[src/rtl/tstate_sequencer.sv]
// T-state sequencer for the SAP-II ring counter: advance, stall, early clear, halt/restart, recovery.
// Optional single-step gating is enabled by defining SINGLE_STEP_EN.
//
// state | meaning
// IDLE  | after reset; ring held at T1, waiting for run
// RUN   | sequencing T-states of the current instruction
// HALT  | HLT executed; ring held at T1, needs run low then high to restart
module tstate_sequencer #(
    parameter int NT      = 18,
    parameter int FETCH_T = 3,
    parameter int CNT_W   = 16
) (
    input  logic             CLK,
    input  logic             nCLR,
    input  logic [NT-1:0]    state,
    input  logic [4:0]       len,
    input  logic             hlt,
    input  logic             rdy,
    input  logic             run,
`ifdef SINGLE_STEP_EN
    input  logic             step,
`endif
    output logic             t_en,
    output logic             ring_nclr,
    output logic             instr_done,
    output logic             halted,
    output logic             len_err,
    output logic [4:0]       cur_len,
    output logic [CNT_W-1:0] instr_cnt
);

    localparam logic [1:0] S_IDLE = 2'd0;
    localparam logic [1:0] S_RUN  = 2'd1;
    localparam logic [1:0] S_HALT = 2'd2;

    localparam logic [4:0] LEN_MIN = 5'(FETCH_T + 1);
    localparam logic [4:0] LEN_MAX = 5'(NT);

    logic [1:0] fsm;
    logic       sampled;
    logic       armed;
    logic       one_hot;
    logic       len_lo;
    logic       len_hi;
    logic [4:0] len_clamp;
    logic       sample_now;
    logic [4:0] eff_len;
    logic       len_hit;
    logic       is_last;
    logic       step_ok;
    logic       adv;

`ifdef SINGLE_STEP_EN
    logic step_q;
    logic step_pulse;

    always_ff @(posedge CLK or negedge nCLR) begin
        if (!nCLR) begin
            step_q     <= 1'b0;
            step_pulse <= 1'b0;
        end else begin
            step_q     <= step;
            step_pulse <= step & ~step_q;
        end
    end

    assign step_ok = step_pulse;
`else
    assign step_ok = 1'b1;
`endif

    assign adv = rdy & step_ok;

    always_comb begin
        one_hot    = (state != '0) && ((state & (state - NT'(1))) == '0);
        len_lo     = (len < LEN_MIN);
        len_hi     = (len > LEN_MAX);
        len_clamp  = len_lo ? LEN_MIN : (len_hi ? LEN_MAX : len);
        sample_now = (fsm == S_RUN) && one_hot && state[FETCH_T] && !sampled;
        // The sampling cycle already uses the fresh length so a minimum-length instruction ends on time.
        eff_len    = sample_now ? len_clamp : cur_len;
        len_hit    = 1'b0;
        for (int i = 0; i < NT; i++) begin
            if (state[i] && (eff_len == 5'(i + 1))) len_hit = 1'b1;
        end
        is_last    = ((sampled || sample_now) && len_hit) || state[NT-1];
    end

    always_comb begin
        t_en       = 1'b0;
        ring_nclr  = 1'b0;
        instr_done = 1'b0;
        if (nCLR) begin
            if (fsm != S_RUN) begin
                t_en = 1'b1;
            end else if (!one_hot) begin
                t_en = 1'b1;
            end else if (is_last && adv) begin
                t_en       = 1'b1;
                instr_done = 1'b1;
            end else begin
                t_en      = adv;
                ring_nclr = 1'b1;
            end
        end
    end

    assign halted = !nCLR || (fsm != S_RUN);

    always_ff @(posedge CLK or negedge nCLR) begin
        if (!nCLR) begin
            fsm       <= S_IDLE;
            sampled   <= 1'b0;
            armed     <= 1'b0;
            len_err   <= 1'b0;
            cur_len   <= LEN_MAX;
            instr_cnt <= '0;
        end else begin
            case (fsm)
                S_IDLE: begin
                    sampled <= 1'b0;
                    if (run) fsm <= S_RUN;
                end
                S_RUN: begin
                    if (!one_hot) begin
                        len_err <= 1'b1;
                        sampled <= 1'b0;
                    end else begin
                        if (sample_now) begin
                            cur_len <= len_clamp;
                            sampled <= 1'b1;
                            if (len_lo || len_hi) len_err <= 1'b1;
                        end
                        if (instr_done) begin
                            instr_cnt <= instr_cnt + CNT_W'(1);
                            sampled   <= 1'b0;
                            if (hlt) begin
                                fsm   <= S_HALT;
                                armed <= 1'b0;
                            end
                        end
                    end
                end
                S_HALT: begin
                    sampled <= 1'b0;
                    // A run level held across the HLT must drop before it can restart.
                    if (!run)       armed <= 1'b1;
                    else if (armed) fsm   <= S_RUN;
                end
                default: fsm <= S_IDLE;
            endcase
        end
    end

endmodule

[config.mk]
export PLATFORM = sky130hd
export DESIGN_NAME = tstate_sequencer
export DESIGN_NICKNAME = d
export VERILOG_FILES = /design/src/rtl/tstate_sequencer.sv
export SDC_FILE = /design/constraint.sdc
export NUM_CORES = 1
export LEC_CHECK = 0
export ABC_CLOCK_PERIOD_IN_PS = 4770
export BUFFER_PORTS_ARGS = -buffer_cell sky130_fd_sc_hd__buf_2
export CELL_PAD_IN_SITES_DETAIL_PLACEMENT = 1
export CELL_PAD_IN_SITES_GLOBAL_PLACEMENT = 2
export CORE_MARGIN = 3
export CORE_UTILIZATION = 32
export CTS_BUF_LIST = sky130_fd_sc_hd__clkbuf_8
export DETAILED_ROUTE_END_ITERATION = 10
export PLACE_DENSITY_LB_ADDON = 0.1
export REMOVE_ABC_BUFFERS = 1
export SLEW_MARGIN = 20
export SYNTH_ARGS = -nofsm -noshare
export SYNTH_HDL_FRONTEND = slang
export SYNTH_SLANG_ARGS = --single-unit
[constraint.sdc]
create_clock -name CLK -period 4.77 [get_ports CLK]
set_input_delay 0.954 -clock CLK [delete_from_list [all_inputs] [get_ports CLK]]
set_output_delay 0.954 -clock CLK [all_outputs]
set_load 0.005 [all_outputs]
# Word level (Yosys, flattened, before mapping)
# Cells that the tools add are included.
[totals]
register_bits = 26
inputBits = 28
out_inout_bits = 26
elab_cells = 136
[classes]
n_addsub = 2
magnitude_cmp = 2
eq_ne = 31
mux = 52
bitwise_logic = 1
n_reduce_logical = 42
[op_table]
columns = ["operator", "n"]
rows = [
  ["$eq 5x4->1 const B", 8],
  ["$mux 1", 40],
  ["$logic_and 1x1->1", 24],
  ["$eq 5x3->1 const B", 4],
  ["$and 18x18->18", 1],
  ["$logic_not 18->1", 1],
  ["$reduce_bool 18->1", 1],
  ["$sub 18x1->18 const B", 1],
  ["$add 16x1->16 const B", 1],
  ["$eq 5x5->1 const B", 3],
  ["$mux 5", 3],
  ["$ne 2x2->1 const B", 7],
  ["$mux 2", 6],
  ["$eq 5x2->1 const B", 2],
  ["$ne 2x1->1 const B", 3],
  ["$pmux 2 s3", 1],
  ["$reduce_and 3->1", 2],
  ["$reduce_and 6->1", 1],
  ["$eq 5x1->1 const B", 1],
  ["$gt 5x5->1 const B", 1],
  ["$lt 5x3->1 const B", 1],
  ["$reduce_and 5->1", 1],
  ["$logic_or 1x1->1", 4],
  ["$ne 4x4->1 const B", 1],
  ["other kinds (8)", 12],
]

# Depth between registers and ports, before layout
# Gate-level depths: netlist (run 1).
[logic_depth]
word_depth = 38
mapped_depth = 14

# Least setup slack after synthesis (run 1)
# No wires, ideal clock.
[synth_path]
kind = "input -> output"
from = "in state[2]"
to = "out ring_nclr"
t_arrival_ps = 3616
required_ps = 3816
slack_ps = 200
cell_stages = 12
n_path_buf = 2
cell_sequence = "or4_1 > buf_2 > o41ai_2 > o2111ai_1 > a211oi_4 > nand3_4 > buf_2 > mux2i_1 > o221ai_2 > o31ai_4 > a21oi_1 > nor2_1"
[synth_via]
elab_chain_len = 35
word_cells_on_any_way = 71
cone_classes = "add/sub (1); eq/ne (18); mux (23); bitwise (1); reduce/logical (28)"
[synth_lines]
columns = ["element", "line_no", "source"]
rows = [
  ["start, declared", "15", "input logic [NT-1:0] state,"],
  ["$sub 18x1->18", "75", "one_hot = (state != '0) && ((state & (state - NT'(1))) == '0);"],
  ["$and 18x18->18", "75", ""],
  ["$logic_not 18->1", "75", ""],
  ["$logic_and 1x1->1", "75", ""],
  ["$logic_and 1x1->1 (3 in series)", "79", "sample_now = (fsm == S_RUN) && one_hot && state[FETCH_T] && !sampled;"],
  ["$mux 5", "-", ""],
  ["$eq 5x1->1", "84", "if (state[i] && (eff_len == 5'(i + 1))) len_hit = 1'b1;"],
  ["$logic_and 1x1->1", "84", ""],
  ["$mux 1 (18 in series)", "84", ""],
  ["$logic_and 1x1->1", "86", "is_last = ((sampled || sample_now) && len_hit) || state[NT-1];"],
  ["$logic_or 1x1->1", "86", ""],
  ["$logic_and 1x1->1", "98", "end else if (is_last && adv) begin"],
  ["$mux 1", "98", ""],
  ["$mux 1 *", "96", "end else if (!one_hot) begin"],
  ["$mux 1 *", "94", "if (fsm != S_RUN) begin"],
  ["$mux 1 *", "93", "if (nCLR) begin"],
  ["end, declared", "24", "output logic ring_nclr,"],
]
# Every way passes the cells marked *; elsewhere a longest branch is shown, timed or not.

# Final worst setup path (run 1)
[layout_path]
from = "in state[11]"
to = "out ring_nclr"
# Same word-level chain as after synthesis.

==> flow_summary.ini, run 1 <==
[run_status]
outcome = complete, but fails checks
failed_checks = negative setup slack

[yosys]
synthArstFlopShare = 1.000
postSynth.topFlopCell = dfrtp_1
ys_types = 53
synth_cells = 203
yosys_warnings = 0
synthesis.area_mm2 = 0.001882
synth_edf_count = 0
ys_seq_area_frac = 0.3471
synth_seq_cells = 26
syn_area_per_cell_um2 = 9.270

[placed_design]
dp_cells = 344
place_congestion = 0.8660
placed_area_mm2 = 0.002372
io_buffers = 53
dp_hpwl_mm = 4.439
dpl_worst_slack_ps = -202.5

[worst_setup_path]
cpLargestDelayFamily = compound AO/OA/AOI/OAI gates
cp-start-kind = input pin
critPathMaxStageDelay_ps = 430
r2r_end = instr_cnt[1]$_DFFE_PN0P_
crit_start = state[11]
crit_arrival_ps = 3860
crit_fanout = 6
cp-end-kind = output pin
worst_ep_required_time_ps = 3820
r2r-start = sampled$_DFFE_PN0P_
crit_slowest_cell = o31ai_1
path_buf_inv = 4
cpMostUsedCell = buf_2
setup.worst_path.end = ring_nclr
path_cells = buf_2, buf_4, maj3_1, o31ai_1, o2111ai_2, a211oi_4, nand3_4, buf_6, mux2_4, o221ai_4, o31ai_4, a21oi_2, nor2_1, buf_2
reg2reg_depth = 10
rrSetupSlack_ps = 1840
worst-path-stages = 14
crit_type = input pin to output pin

[hold_path]
hp-start = instr_cnt[15]$_DFFE_PN0P_
hold_path_class = flip-flop to flip-flop

[routing]
vias_per_cell = 5.351
drc_errors = 0
ant_nets = 0
wl_per_cell_um = 16.33
wl_mm = 5.715
dr_total_vias = 1873
drt_iter0_drc = 34
dr.pass1.iters = 4

[final_layout]
antennaDiodeCount = 0
final_layout_size_suffix_gt1_frac = 0.3957
multi_input_area_mm2 = 0.001267
fillCellCount = 688
final_nets = 308
area_delta_synth_final_pct = 36.70
fin_cells = 350
layout_common_cells = buf_2, dfrtp_1, buf_4
seq_area_um2 = 653.1
final_common_cell = buf_2
design_area_mm2 = 0.002572
final_util = 0.4587

[floorplan]
pin_count = 54
placement_rows = 27
start_util = 0.3356
core_area_mm2 = 0.005608
die-area_mm2 = 0.006837
fp.dieH_um = 82.69
dieWidth_um = 82.69

[power]
clockPowerShare = 0.382
switching_share = 0.2467
switchingPower_w = 0.0001205
p_int_w = 0.0003680
powerDensity_mw_per_mm2 = 189.9
ir_drop_mv = 0.07854
p_leak_nw = 1.163
combPwrFrac = 0.160
seqPwrFrac = 0.458

[global_route]
grt_max_degree = 30
grt.total_usage = 0.1778
grt_use_met1 = 0.2149
met3_usage = 0.01627
met2_usage = 0.3293
overflow = 0
grt_pass1_wl_mm = 9.356
grt_pass1_vias = 1919
grt-busiest-layer = met2
antenna_found_initial = 0

[sta]
fmax_ghz = 0.2076
grt_setup_unrepaired = yes
fin_hold_ws_ps = 476.9
post-route-min-period_ps = 4816
hold_viol_final = 0
tightestPinTransition_ps = 564.0
max-slew-margin-rel = 0.6232
finalWorstSetupSlack_ps = -46.09
final_max_slew_viol_count = 0
setup_viol = 2
layout_worst_path_cycle_share = 1.010
clock_skew_ps = 5.077

[clock_tree]
cts_tree = yes
clk_latency_ps = 280
hold_buffers = 0
cts_root_buffer = clkbuf_8
cts.htree.levels = 1
cts_max_path_buffers = 2
cts.sinks = 26
numCtsBuffers = 3
cts.clk_slew.worst_paths_ps = 100

[run]
drv_cap = 0
power groups by stage:
| stage | sequential, W | combinational (W) | clock (W) |
|---|---|---|---|
| detailed placement | 0.000228 | 0.0000711 | 0 |
| floorplan | 0.000227 | 0.0000276 | 0 |
| finish | 0.000224 | 0.0000782 | 0.000187 |
| CTS | 0.000224 | 0.0000785 | 0.000193 |
| global route | 0.000224 | 0.0000864 | 0.000200 |
| global placement | 0.000228 | 0.0000703 | 0 |
Yosys cell counts, types with 5 or more instances:
library cell	n	area (um2)
dfrtp_1	24	600.6
nand2_1	18	67.56
and3_1	7	43.79
xnor2_1	14	122.6
nand4_1	8	50.05
nand2b_1	5	31.28
a21oi_1	5	25.02
nor2_1	11	41.29
o21ai_0	11	55.05
or3_1	6	37.54
nand3_1	10	50.05
nor2b_1	6	37.54
registers in the layout (all words and copies together) (netlist names):
register,count
armed,1
cur_len,5
fsm,2
instr_cnt,16
len_err,1
sampled,1
repair_timing:
item | 4_1_cts | 5_1_grt
gates resized for setup | 20 | 0
buffers inserted | 2 | 0
setup endpoints to repair | 2 | 2
pin swaps | 11 | 0
per-stage QoR:
stage	power, W	TNS (ps)
CTS	0.0004954	-19.69
global placement	0.0002981	-349.4
finish	0.0004886	-62.62
floorplan	0.0002549	0
global route	0.0005105	-349.5
detailed placement	0.0002990	-403.4
per-layer routing:
metal,vias to the layer above,part of all wire
li1,903,-
met1,913,0.43
met2,48,0.51
met3,9,0.036
met4,0,0.020
met5,-,0
cell type report:
| class | instances | share of cell area |
|---|---|---|
| clock inverters | 1 | 0.01167 |
| well taps | 72 | 0.03502 |
| clock buffers | 3 | 0.01605 |
| flip-flops and latches | 26 | 0.2539 |
| repair buffers | 78 | 0.1848 |
| multi-input cells | 166 | 0.4927 |
| inverters | 4 | 0.005837 |
worst min path at each step:
stage	endpoint	slack (ps)	depth (start not counted)
finish	instr_cnt[15]$_DFFE_PN0P_	480	1
global route	len_err$_DFFE_PN0P_	510	1
CTS	instr_cnt[15]$_DFFE_PN0P_	480	1
detailed placement	len_err$_DFFE_PN0P_	470	1
global placement	len_err$_DFFE_PN0P_	460	1
floorplan	len_err$_DFFE_PN0P_	450	1
kinds of logic after synthesis:
| logic type | after synthesis | synth area share |
|---|---|---|
| adders and majority gates | 3 | 0.01729 |
| DFF | 26 | 0.3471 |
| muxes | 9 | 0.05984 |
| AOI/OAI and AO/OA | 43 | 0.1895 |
| buffers and inverters | 11 | 0.02792 |
| xor gates and xnor gates | 15 | 0.06982 |
| and+or+nand+nor | 96 | 0.2886 |
No activity file was read; power rests on OpenSTA's default activity.
==> run 2, diff against run 1 <==
RECOVER_POWER = 100   (was default)
==> run 2 against run 1 <==
Effect of this change:
- the flow finishes with violations (max-capacitance violations, max-slew violations, negative setup slack)
- sequential share of layout area up 0.29 points
- maximum frequency down 0.32%
- flip-flop and latch count unchanged
- design area down 1.1%
- cell count unchanged
- first-iteration DRC count down 5.9%
- routed wire length down 0.12%
- combinational power down 0.6%
- global-route usage unchanged
- largest cell class unchanged
==> flow_summary.ini, run 2 (synthesis results as in run 1) <==
[worst_setup_path]
r2r-start = sampled$_DFFE_PN0P_
crit_arrival_ps = 3880
cp-start-kind = input pin
cpLargestDelayFamily = compound AO/OA/AOI/OAI gates
path_buf_inv = 4
reg2reg_depth = 11
worst_ep_required_time_ps = 3820
path_cells = buf_2, buf_4, maj3_1, o31ai_1, o2111ai_2, a211oi_4, nand3_4, buf_6, mux2_4, o221ai_4, o31ai_4, a21oi_2, nor2_1, buf_2
crit_slowest_cell = o31ai_1
cp-end-kind = output pin
crit_fanout = 6
rrSetupSlack_ps = 1560
cpMostUsedCell = buf_2
critPathMaxStageDelay_ps = 430
crit_type = input pin to output pin
r2r_end = instr_cnt[14]$_DFFE_PN0P_

[routing]
dr.pass1.iters = 4
ant_nets = 0
dr_total_vias = 1867
drt_iter0_drc = 32
drc_errors = 0
wl_mm = 5.708
wl_per_cell_um = 16.31
vias_per_cell = 5.334

[power]
powerDensity_mw_per_mm2 = 192.1
p_leak_nw = 1.091
p_total_w = 0.0004887
ir_drop_mv = 0.07871

[floorplan]
fp.dieH_um = 82.69
start_util = 0.3356
placement_rows = 27
dieWidth_um = 82.69
die-area_mm2 = 0.006837
core_area_mm2 = 0.005608
pin_count = 54

[run]
drv_cap = 1

[sta]
setup_viol = 2
grt_setup_unrepaired = yes
fmax_ghz = 0.2070
final_max_slew_viol_count = 30
tns_ps = -86.12
finalWorstSetupSlack_ps = -61.70
max-slew-margin-rel = -0.04124
tightestPinTransition_ps = 1562
layout_worst_path_cycle_share = 1.013
clock_skew_ps = 4.403
hold_viol_final = 0
post-route-min-period_ps = 4832

[clock_tree]
cts_root_buffer = clkbuf_8
cts_tree = yes
clk_latency_ps = 280
cts.sinks = 26
numCtsBuffers = 3
hold_buffers = 0
cts_max_path_buffers = 2
cts.htree.levels = 1
cts.clk_slew.worst_paths_ps = 100

[hold_path]
hold_end = instr_cnt[15]$_DFFE_PN0P_
hold_path_class = flip-flop to flip-flop
hp-start = instr_cnt[15]$_DFFE_PN0P_
whs_path_depth = 1

[run_status]
failed_checks = max-capacitance violations, max-slew violations, negative setup slack
outcome = complete, but fails checks

[placed_design]
place_congestion = 0.8660
dp_hpwl_mm = 4.439
io_buffers = 53
dpl_worst_slack_ps = -202.5

[final_layout]
final_layout_size_suffix_gt1_frac = 0.3309
multi_input_area_mm2 = 0.001267
final_util = 0.4536
final_nets = 308
layout_common_cells = buf_2, dfrtp_1, buf_4
largest_reg_flops = 16
area_delta_synth_final_pct = 35.17
reg.largest.list = instr_cnt (16), cur_len (5), fsm (2)
fillCellCount = 704
antennaDiodeCount = 0
seq_area_um2 = 653.1
regMostFlops = instr_cnt
final_common_cell = buf_2

[global_route]
grt_pass1_vias = 1919
grt_pass1_wl_mm = 9.356
grt.total_usage = 0.1778
grt_max_degree = 30
overflow = 0
antenna_found_initial = 0
==> run 2: changes by cell type in the layout (fill, tap and decap cells not counted), sizes merged <==
cell / previous run / this run
buf: 78 / 62
clkbuf: 3 / 19
==> run 2: worst max path at each step <==
stage                          from         end  slack, ps  cells past startpoint
after CTS                  state[4]   ring_nclr        -20                     13
final                     state[11]   ring_nclr        -60                     14
after global routing       state[4]   ring_nclr       -180                     13
after floorplan            state[2]   ring_nclr        140                     10
after detailed placement   state[2]  instr_done       -200                     13
after global placement     state[2]   ring_nclr       -180                     14
==> run 2: cell type report <==
class	instances	share of cell area
clock buffer	3	0.01623
timing repair buffer	78	0.1756
clock inverter	1	0.01181
sequential	26	0.2568
tap	72	0.03542
multi-input combinational	166	0.4983
inverter	4	0.005903
==> run 2: per-layer routing <==
layer | wire length, um | part of all wire | GRT usage
met1 | 2476 | 0.43 | 0.2149
met5 | 0 | 0 | 0
met4 | 116 | 0.020 | 0.05556
met2 | 2903 | 0.51 | 0.3293
met3 | 211 | 0.037 | 0.01627
==> run 2: per-stage QoR <==
step / hold slack [ps] / instances / instance area, um2
finish: 482.2 / 350 / 2544
floorplan: 451.0 / 196 / 1844
global route: 505.4 / 350 / 2544
global placement: 456.2 / 344 / 2372
CTS: 484.4 / 350 / 2572
detailed placement: 465.4 / 344 / 2372
==> run 2: worst register-to-register path, stage by stage (launching register included) <==
cell	delay (ps)
dfrtp_1	410
nand2b_1	170
nor3b_1	490
nand3_4	200
buf_4	200
mux2_4	300
a21oi_2	180
o31ai_4	130
a211oi_4	230
clkbuf_1	450
nand4_1	200
xnor2_1	160
==> run 2: timing repair <==
action / in CTS / in global routing
pin swaps: 11 / 0
setup buffers: 2 / 0
endpoints found under the hold margin: 0 / 0
gates resized for setup: 20 / 0
endpoints found under the setup margin: 2 / 2
==> run 2: report_power, final <==
group	internal, W	switching, W
Sequential	0.000222	0.00000203
Combinational	0.0000337	0.0000440
Clock	0.000112	0.0000751
Total	0.000368	0.000121
==> run 3, diff against run 2 <==
--- a/config.mk
+++ b/config.mk
@@ -8,4 +8,5 @@
 export ABC_CLOCK_PERIOD_IN_PS = 4770
 export BUFFER_PORTS_ARGS = -buffer_cell sky130_fd_sc_hd__buf_2
+export CAP_MARGIN = 20
 export CELL_PAD_IN_SITES_DETAIL_PLACEMENT = 1
 export CELL_PAD_IN_SITES_GLOBAL_PLACEMENT = 2
@@ -21,2 +22,3 @@
 export SYNTH_HDL_FRONTEND = slang
 export SYNTH_SLANG_ARGS = --single-unit
+export TNS_END_PERCENT = 10
==> constraint.sdc (replaced) <==
create_clock -name CLK -period 4.77 [get_ports CLK]
set_input_delay 0.7155 -clock CLK [delete_from_list [all_inputs] [get_ports CLK]]
set_output_delay 0.7155 -clock CLK [all_outputs]
set_load 0.005 [all_outputs]
==> run 3 against run 2 <==
Effect of this change:
- the flow finishes with violations (max-capacitance violations, max-slew violations)
- flip-flop and latch count unchanged
- worst hold slack got worse by 2.2 ps
- clock skew increased by 5.4 ps
- total power decreased by 15%
- design area decreased by 11%
- global-route usage decreased by 1.7 points
- critical path depth decreased by 2
==> flow_summary.ini, run 3 (synthesis results as in run 1) <==
[run_status]
outcome = complete, but fails checks
failed_checks = max-capacitance violations, max-slew violations

[sta]
fin_hold_ws_ps = 480.1
tns_ps = 0
final_max_slew_viol_count = 30
grt_setup_unrepaired = no
layout_worst_path_cycle_share = 0.9502
hold_viol_final = 0
fmax_ghz = 0.2206
clock_skew_ps = 9.831
max-slew-margin-rel = -0.04702
tightestPinTransition_ps = 1571
post-route-min-period_ps = 4533
setup_viol = 0

[worst_setup_path]
crit_slowest_cell = or4_1
crit_type = input pin to output pin
reg2reg_depth = 9
crit_fanout = 15
path_cells = buf_2, or4_1, o41ai_2, o2111ai_2, a211oi_4, nand3_4, mux2_2, a21o_1, o31ai_4, a21oi_1, nor2_1, clkbuf_1
critPathMaxStageDelay_ps = 620
cp-start-kind = input pin
worst_ep_required_time_ps = 4050
crit_arrival_ps = 3820
cp-end-kind = output pin

[power]
ir_drop_mv = 0.09505
p_total_w = 0.0004138
p_leak_nw = 0.9306
powerDensity_mw_per_mm2 = 183.4

[floorplan]
start_util = 0.3356
dieWidth_um = 82.69
core_area_mm2 = 0.005608
pin_count = 54
placement_rows = 27
fp.dieH_um = 82.69
die-area_mm2 = 0.006837

[final_layout]
layout_common_cells = buf_2, dfrtp_1, nand2_1
fillCellCount = 704
largest_reg_flops = 16
seq_area_um2 = 653.1
final_nets = 286
reg.largest.list = instr_cnt (16), cur_len (5), fsm (2)
multi_input_area_mm2 = 0.001186
design_area_mm2 = 0.002256
regMostFlops = instr_cnt
final_common_cell = buf_2
antennaDiodeCount = 0
area_delta_synth_final_pct = 19.88
final_layout_size_suffix_gt1_frac = 0.2344

[routing]
wl_per_cell_um = 16.17
drc_errors = 0
dr.pass1.iters = 4
highest_layer = met4
ant_nets = 0
dr_total_vias = 1757
wl_met3_um = 197
drt_iter0_drc = 36
m1WireLength_mm = 2.453
wl_met2_mm = 2.614
wl_mm = 5.303
vias_per_cell = 5.357

[global_route]
grt.total_usage = 0.1608
overflow = 0
grt_pass1_vias = 1762
grt_pass1_wl_mm = 8.611
antenna_found_initial = 0
grt_max_degree = 30

[clock_tree]
cts.sinks = 26
cts_setup_buffers = 0
numCtsBuffers = 3
cts_resized = 0
cts.clk_slew.worst_paths_ps = 90
cts_max_path_buffers = 2
hold_buffers = 0
cts_root_buffer = clkbuf_8
cts_tree = yes
cts.htree.levels = 1
clk_latency_ps = 270

[run]
drv_cap = 1

[placed_design]
dp_hpwl_mm = 4.185
place_congestion = 0.8029
io_buffers = 53
placed_area_mm2 = 0.002222

[hold_path]
whs_path_depth = 1
hold_path_class = flip-flop to flip-flop
[run 3: cell count changes in the layout (fill, tap and decap cells not counted), sizes merged]
cell | previous run | this run
buf | 62 | 39
bufinv | 1 | 0
clkbuf | 19 | 20
inv | 4 | 5
[run 3: area by class of cell]
cell class / instances / share of cell area
Inverter: 4 / 0.006656
Tap cell: 72 / 0.03993
Timing Repair Buffer: 56 / 0.1181
Clock buffer: 3 / 0.01830
Clock inverter: 1 / 0.001664
Multi-Input combinational cell: 166 / 0.5258
Sequential cell: 26 / 0.2895
[run 3: critical path: cells and delay by family]
family,cells,cell delay [ps]
buffers and inverters,2,260
muxes,1,350
and+or+nand+nor,3,970
AOI/OAI and AO/OA,6,1530
[run 3: worst paths after layout]
| kind | start | slack [ps] | endpoint |
|---|---|---|---|
| max reg2reg | sampled$_DFFE_PN0P_ | 1530 | instr_cnt[15]$_DFFE_PN0P_ |
| min in group asynchronous | nCLR | 820 | fsm[0]$_DFFE_PN0P_ |
| max in group asynchronous | nCLR | 3040 | cur_len[0]$_DFFE_PN0N_ |
| max | state[10] | 240 | ring_nclr |
| min | instr_cnt[15]$_DFFE_PN0P_ | 480 | instr_cnt[15]$_DFFE_PN0P_ |
| min reg2reg | instr_cnt[15]$_DFFE_PN0P_ | 480 | instr_cnt[15]$_DFFE_PN0P_ |
[run 3: metal layers]
layer,vias up,global-route usage
met5,-,0
li1,857,-
met2,43,0.2877
met1,853,0.2160
met4,0,0.02451
met3,4,0.009761
[run 3: power breakdown]
part,switching [W],internal [W]
logic,0.0000377,0.0000241
clock network,0.0000708,0.0000577
registers,0.00000217,0.000221
[run 3: per-stage QoR]
| step | std cells | setup WS [ps] | util |
|---|---|---|---|
| 6_report | 328 | 237.3 | 0.4023 |
| 4_1_cts | 328 | 177.8 | 0.4043 |
| 3_3_place_gp | 324 | 217.9 | 0.3963 |
| 2_1_floorplan | 196 | 616.1 | - |
| 5_1_grt | 328 | 35.67 | 0.4023 |
| 3_5_place_dp | 324 | 189.5 | 0.3963 |
